===== src/rtl/flappy_pkg.sv =====
// rtl/flappy_pkg.sv - shared constants and types for the flappy game blocks
// Purpose: common widths, screen geometry and the flap request FSM state type.
// Ports: none (package).
package flappy_pkg;

   // Physics tick counter width; the flap hold window matches one tick period.
   localparam int TICK_BITS = 20;

   // Geometry used by sibling blocks.
   localparam int SCREEN_H  = 480;
   localparam int BIRD_H    = 32;

   typedef enum logic {
      IDLE = 1'b0,
      HOLD = 1'b1
   } flap_state_e;

endpackage


===== src/rtl/btn_debounce.sv =====
// rtl/btn_debounce.sv - two-flop synchroniser plus counting debouncer
// Purpose: bring the raw button into the clock domain and only follow a new level
//          after it has been seen for DEBOUNCE_CYCLES consecutive cycles.
// Ports:
//   clk_i       in   system clock
//   reset_n_i   in   synchronous reset, active low
//   btn_raw_i   in   raw asynchronous button, active high
//   db_level_o  out  debounced button level
//   rise_o      out  combinational strobe, high in the cycle db_level is about to rise
module btn_debounce #(
   parameter int DEBOUNCE_CYCLES = 50000
) (
   input  logic clk_i,
   input  logic reset_n_i,
   input  logic btn_raw_i,
   output logic db_level_o,
   output logic rise_o
);

   localparam int               DB_W   = $clog2(DEBOUNCE_CYCLES + 1);
   localparam logic [DB_W-1:0]  DB_MAX = DB_W'(DEBOUNCE_CYCLES - 1);

   logic            s1_q;
   logic            s2_q;
   logic            db_level_q;
   logic            db_level_d;
   logic [DB_W-1:0] db_cnt_q;
   logic [DB_W-1:0] db_cnt_d;
   logic            at_max;

   assign at_max = (db_cnt_q == DB_MAX);

   // Any cycle where s2 agrees with the debounced level restarts the count, so
   // only an unbroken run of DEBOUNCE_CYCLES disagreeing samples flips the level.
   always_comb begin
      db_level_d = db_level_q;
      db_cnt_d   = db_cnt_q;
      if (s2_q == db_level_q) begin
         db_cnt_d = '0;
      end else if (at_max) begin
         db_level_d = s2_q;
         db_cnt_d   = '0;
      end else begin
         db_cnt_d = db_cnt_q + 1'b1;
      end
   end

   always_ff @(posedge clk_i) begin
      if (!reset_n_i) begin
         s1_q       <= 1'b0;
         s2_q       <= 1'b0;
         db_level_q <= 1'b0;
         db_cnt_q   <= '0;
      end else begin
         s1_q       <= btn_raw_i;
         s2_q       <= s1_q;
         db_level_q <= db_level_d;
         db_cnt_q   <= db_cnt_d;
      end
   end

   assign db_level_o = db_level_q;
   assign rise_o     = s2_q & ~db_level_q & at_max;

endmodule


===== src/rtl/flap_request_gen.sv =====
// rtl/flap_request_gen.sv - debounced button to held flap request for bird_physics
// Purpose: turn each debounced press into a flap_btn window exactly one physics tick
//          long, queue one further press, and count accepted and dropped presses.
// Ports:
//   clk          in   system clock
//   reset_n      in   synchronous reset, active low
//   btn_raw      in   raw asynchronous button, active high
//   flap_btn     out  flap request, high for whole hold windows
//   press_pulse  out  one-cycle strobe per debounced rising edge
//   busy         out  high while holding
//   pending      out  one queued press waiting
//   flap_count   out  accepted presses, saturating
//   drop_count   out  discarded presses, saturating
module flap_request_gen
   import flappy_pkg::*;
#(
   parameter int DEBOUNCE_CYCLES = 50000,
   parameter int HOLD_BITS       = TICK_BITS,
   parameter int CNT_W           = 8
) (
   input  logic             clk,
   input  logic             reset_n,
   input  logic             btn_raw,
   output logic             flap_btn,
   output logic             press_pulse,
   output logic             busy,
   output logic             pending,
   output logic [CNT_W-1:0] flap_count,
   output logic [CNT_W-1:0] drop_count
);

   flap_state_e          state_q;
   flap_state_e          state_d;
   logic [HOLD_BITS-1:0] hold_cnt_q;
   logic [HOLD_BITS-1:0] hold_cnt_d;
   logic                 pending_q;
   logic                 pending_d;
   logic [CNT_W-1:0]     flap_count_q;
   logic [CNT_W-1:0]     flap_count_d;
   logic [CNT_W-1:0]     drop_count_q;
   logic [CNT_W-1:0]     drop_count_d;
   logic                 press_pulse_q;

   logic                 db_level;
   logic                 rise;
   logic                 press;
   logic                 window_end;

   function automatic logic [CNT_W-1:0] sat_inc(input logic [CNT_W-1:0] v);
      return (v == {CNT_W{1'b1}}) ? v : v + 1'b1;
   endfunction

   btn_debounce #(
      .DEBOUNCE_CYCLES (DEBOUNCE_CYCLES)
   ) u_debounce (
      .clk_i      (clk),
      .reset_n_i  (reset_n),
      .btn_raw_i  (btn_raw),
      .db_level_o (db_level),
      .rise_o     (rise)
   );

   // A press is only taken while the debounced level is still low, i.e. on the
   // cycle it is about to rise.
   assign press      = rise & ~db_level;
   assign window_end = (state_q == HOLD) && (hold_cnt_q == {HOLD_BITS{1'b1}});

   always_comb begin
      state_d      = state_q;
      hold_cnt_d   = hold_cnt_q;
      pending_d    = pending_q;
      flap_count_d = flap_count_q;
      drop_count_d = drop_count_q;
      case (state_q)
         IDLE: begin
            if (press) begin
               state_d      = HOLD;
               hold_cnt_d   = '0;
               flap_count_d = sat_inc(flap_count_q);
            end
         end
         HOLD: begin
            // Wraps to zero on the window-end cycle, which is exactly the restart value.
            hold_cnt_d = hold_cnt_q + 1'b1;
            if (window_end) begin
               if (pending_q) begin
                  // Queued press starts the next window; a press arriving on the same
                  // cycle takes over the now-empty queue slot.
                  pending_d    = press;
                  flap_count_d = sat_inc(flap_count_q);
               end else if (press) begin
                  flap_count_d = sat_inc(flap_count_q);
               end else begin
                  state_d = IDLE;
               end
            end else if (press) begin
               if (pending_q) begin
                  drop_count_d = sat_inc(drop_count_q);
               end else begin
                  pending_d = 1'b1;
               end
            end
         end
         default: begin
            state_d = IDLE;
         end
      endcase
   end

   always_ff @(posedge clk) begin
      if (!reset_n) begin
         state_q       <= IDLE;
         hold_cnt_q    <= '0;
         pending_q     <= 1'b0;
         flap_count_q  <= '0;
         drop_count_q  <= '0;
         press_pulse_q <= 1'b0;
      end else begin
         state_q       <= state_d;
         hold_cnt_q    <= hold_cnt_d;
         pending_q     <= pending_d;
         flap_count_q  <= flap_count_d;
         drop_count_q  <= drop_count_d;
         press_pulse_q <= rise;
      end
   end

   assign flap_btn    = (state_q == HOLD);
   assign busy        = (state_q == HOLD);
   assign pending     = pending_q;
   assign press_pulse = press_pulse_q;
   assign flap_count  = flap_count_q;
   assign drop_count  = drop_count_q;

endmodule


===== config.mk =====
export PLATFORM = sky130hd
export DESIGN_NAME = flap_request_gen
export DESIGN_NICKNAME = d
export VERILOG_FILES = /design/src/rtl/flappy_pkg.sv /design/src/rtl/btn_debounce.sv /design/src/rtl/flap_request_gen.sv
export SDC_FILE = /design/constraint.sdc
export NUM_CORES = 1
export LEC_CHECK = 0
export BUFFER_PORTS_ARGS = -buffer_cell sky130_fd_sc_hd__buf_2
export CORE_MARGIN = 3
export CORE_UTILIZATION = 25
export CTS_CLUSTER_SIZE = 25
export DETAILED_ROUTE_END_ITERATION = 7
export PLACE_DENSITY = 0.52
export SLEW_MARGIN = 20
export SYNTH_ARGS = -nofsm -noshare
export SYNTH_HDL_FRONTEND = slang
export SYNTH_HIERARCHICAL = 1
export SYNTH_SLANG_ARGS = --single-unit

===== constraint.sdc =====
create_clock -name clk -period 2.4 [get_ports clk]
set_input_delay 0.24 -clock clk [delete_from_list [all_inputs] [get_ports clk]]
set_output_delay 0.24 -clock clk [all_outputs]
set_load 0.005 [all_outputs]

==> reports/qor.txt <==
Outcome: complete, no violations
Slowest stage delay, CP: 0.54 ns
Most common cell in the netlist: dfxtp_1
Top Usage Layer GRT: met2
Input/output buffers: 22
H-tree Lvls: 3
Die ar.: 0.0126 sq mm
Slew margin rel.: 44.3%
Top area cells in the synthesized netlist: dfxtp_1 (41%), nor2_1 (5.6%), xnor2_1 (5.0%)
Pre-Repair DR Iteration Count: 4
Placed Area: 0.00319 sq mm
#FFs+latches synth: 58
I/O pin total: 23
Endpoints failing setup: 0
Tot Pwr: 2180 uW
Die X: 112 um
Post-synth top area share: 41.2%
Nets: 376
Leakage: 0.00122 uW
Placed insts: 495
CTS tree: built
RSZ-0062 raised after global routing: true
Routing usage on met3: 2.43%
Dominant synthesized flop cell: dfxtp_1
Fmax: 0.426 GHz
Sequential element share of the synthesized area: 41.2%
Vias in the first global route: 2352
Final WL: 6.06 mm
Netlist cell types: 45
First-pass GRT wire length: 10.8 mm
Global route overflow: 0
Met1 GRT Util: 13.9%
Worst Path Required: 2.64 ns
Chip Height: 112 um
Power Density: 624 mW/mm^2
Worst Setup Start Kind: flip-flop
Wire length per cell: 11.8 um
Commonest cells in the netlist: dfxtp_1 (58), nor2_1 (42), nand2_1 (34)
GPL Wtd Cong: 0.785
CTS root buffer: clkbuf_16
Maximum fanout along the worst path: 6
Gr usage total: 10.4%
Max Transition Viols Final: 0
Crit path DAT: 2.59 ns
Synthesis warning total: 6
Initial antenna violation count: 0
Critical path cell sequence: or4b_4, nor4_4, and2_4, nor2b_4, o211ai_1, a21o_1, or4_1, a21oi_1
Crit path time final: 2.35 ns
Fin crit share: 97.8%
Mapped Area: 0.00282 sq mm
Peak VDD IR: 0.379 mV
Syn Inst Count: 325
Critical Path Sink Type: flip-flop
EDFF count, synth: 0
Syn-to-layout area delta: 24.1%
Largest area contributor in the netlist: dfxtp_1
Hold_buf cts: 0
Largest net degree at the start of global routing: 26
Fraction of registers with async set/reset: 0%
Starting density of the core: 25.8%
Share of layout cells above drive strength 1: 21.2%
Reg clk slew, reported paths: 0.05 ns
Initial DRC Count: 104
Number of buffers created by CTS: 9
Final cell count without fillers: 513
DRC Markers: 0
Worst-skew pair later-pin latency: 0.32 ns
Mapped Avg Cell Area: 8.68 sq um
Design area: 0.00350 sq mm
CP max stage cell: or4b_4
Post-Syn Nets: 333
Core Area: 0.0109 sq mm
Post-DP HPWL: 4.41 mm
Crit path kind: reg2reg
Worst Hold Class: in2reg
FILL cells: 1177
# rows: 38
Setup Skew: 0.00605 ns
Antenna Cells: 0
Max_cap viols: 0
GR Util met2: 15.6%
Via density: 4.80
ANT nets after route: 0
Actual slew at the worst max-slew pin: 0.834 ns
Clk sinks: 58
Clock buffer depth: 2
Hold Vio Cnt, Final: 0
Via total after detailed routing: 2461
-- worst max-delay path: cells and delay by family (launching register included) --
family,cells,cell delay (ns)
and+or+nand+nor,5,1.50
DFF,1,0.31
AOI/OAI and AO/OA,3,0.47
-- cell families after synthesis --
group                      synth area share, %
and+or+nand+nor                           30.7
DFF                                       41.2
AOI/OAI and AO/OA                         12.1
buffers and inverters                     3.73
xor gates and xnor gates                  5.90
muxes                                     4.21
adders and majority gates                 2.22
-- state kept, by name, indices dropped and copies added, names as in the netlist --
name	flops
hold_cnt_q	20
u_debounce/db_cnt_q	16
drop_count	8
flap_count	8
busy	1
pending	1
press_pulse	1
u_debounce/db_level_o	1
u_debounce/s1_q	1
u_debounce/s2_q	1
-- power breakdown --
group	switching (uW)	internal, uW	total, uW
combinational	18.1	6.73	24.8
sequential	1.00	967	968
clock	413	778	1190
total	432	1750	2180
-- final cells by class --
type / instances / area [sq um] / share of cell area (%)
multi-input cells: 245 / 1580 / 45.0
flip-flops and latches: 58 / 1160 / 33.2
clock buffers: 14 / 274 / 7.83
repair buffers: 41 / 253 / 7.22
well taps: 140 / 175 / 5.01
inverters: 13 / 48.8 / 1.39
clock inverters: 2 / 10.0 / 0.286
-- path summary, 6_finish.rpt --
path / cells past startpoint / endpoint / start / slack [ns]
setup reg to reg: 8 / drop_count[5]$_SDFFE_PN0P_ / u_debounce/db_cnt_q[10]$_SDFF_PP0_ / 0.05
setup / recovery: 8 / drop_count[5]$_SDFFE_PN0P_ / u_debounce/db_cnt_q[10]$_SDFF_PP0_ / 0.05
hold reg to reg: 1 / u_debounce/s2_q$_SDFF_PN0_ / u_debounce/s1_q$_SDFF_PN0_ / 0.43
hold / removal: 2 / u_debounce/s1_q$_SDFF_PN0_ / btn_raw / 0.14
-- what timing repair did --
item | in CTS | in global routing
gates resized for setup | 0 | 3
buffers inserted | 0 | 2
setup endpoints to repair | 0 | 14
-- cell usage in the layout, fill, tap and decap left out, drive strengths merged, types with 2 or more instances in the layout --
cell	n
inv	13
buf	41
nor3	5
o2111ai	3
nand3	21
nor2	42
xor2	3
o31ai	3
nand4bb	2
a211oi	3
clkbuf	14
nand4	16
a21oi	19
mux2	7
ha	5
and2	8
or3	8
nand2	34
xnor2	16
or4	2
dfxtp	58
o21a	2
nor4	11
and3	3
o41ai	3
a21o	2
or2	2
mux2i	4
o21ai	10
o211ai	3
clkinv	2
-- through the flow --
| stage | util (%) | setup WS (ns) | setup TNS (ns) | hold slack [ns] |
|---|---|---|---|---|
| after floorplan | - | 0.00388 | 0 | 0.362 |
| after detailed placement | 29.2 | 0.0342 | 0 | 0.424 |
| after CTS | 31.8 | 0.0139 | 0 | 0.134 |
| after global placement | 29.2 | 0.0329 | 0 | 0.419 |
| final | 32.0 | 0.0536 | 0 | 0.139 |
| after global routing | 32.0 | -0.107 | -0.301 | 0.140 |
-- layer usage --
metal  vias to the layer above  part of all wire [%]
li1                       1249                     -
met3                        11                   3.1
met4                         0                   2.4
met2                        36                    43
met5                         -                     0
met1                      1165                    51
No activity file was read; power rests on OpenSTA's default activity.
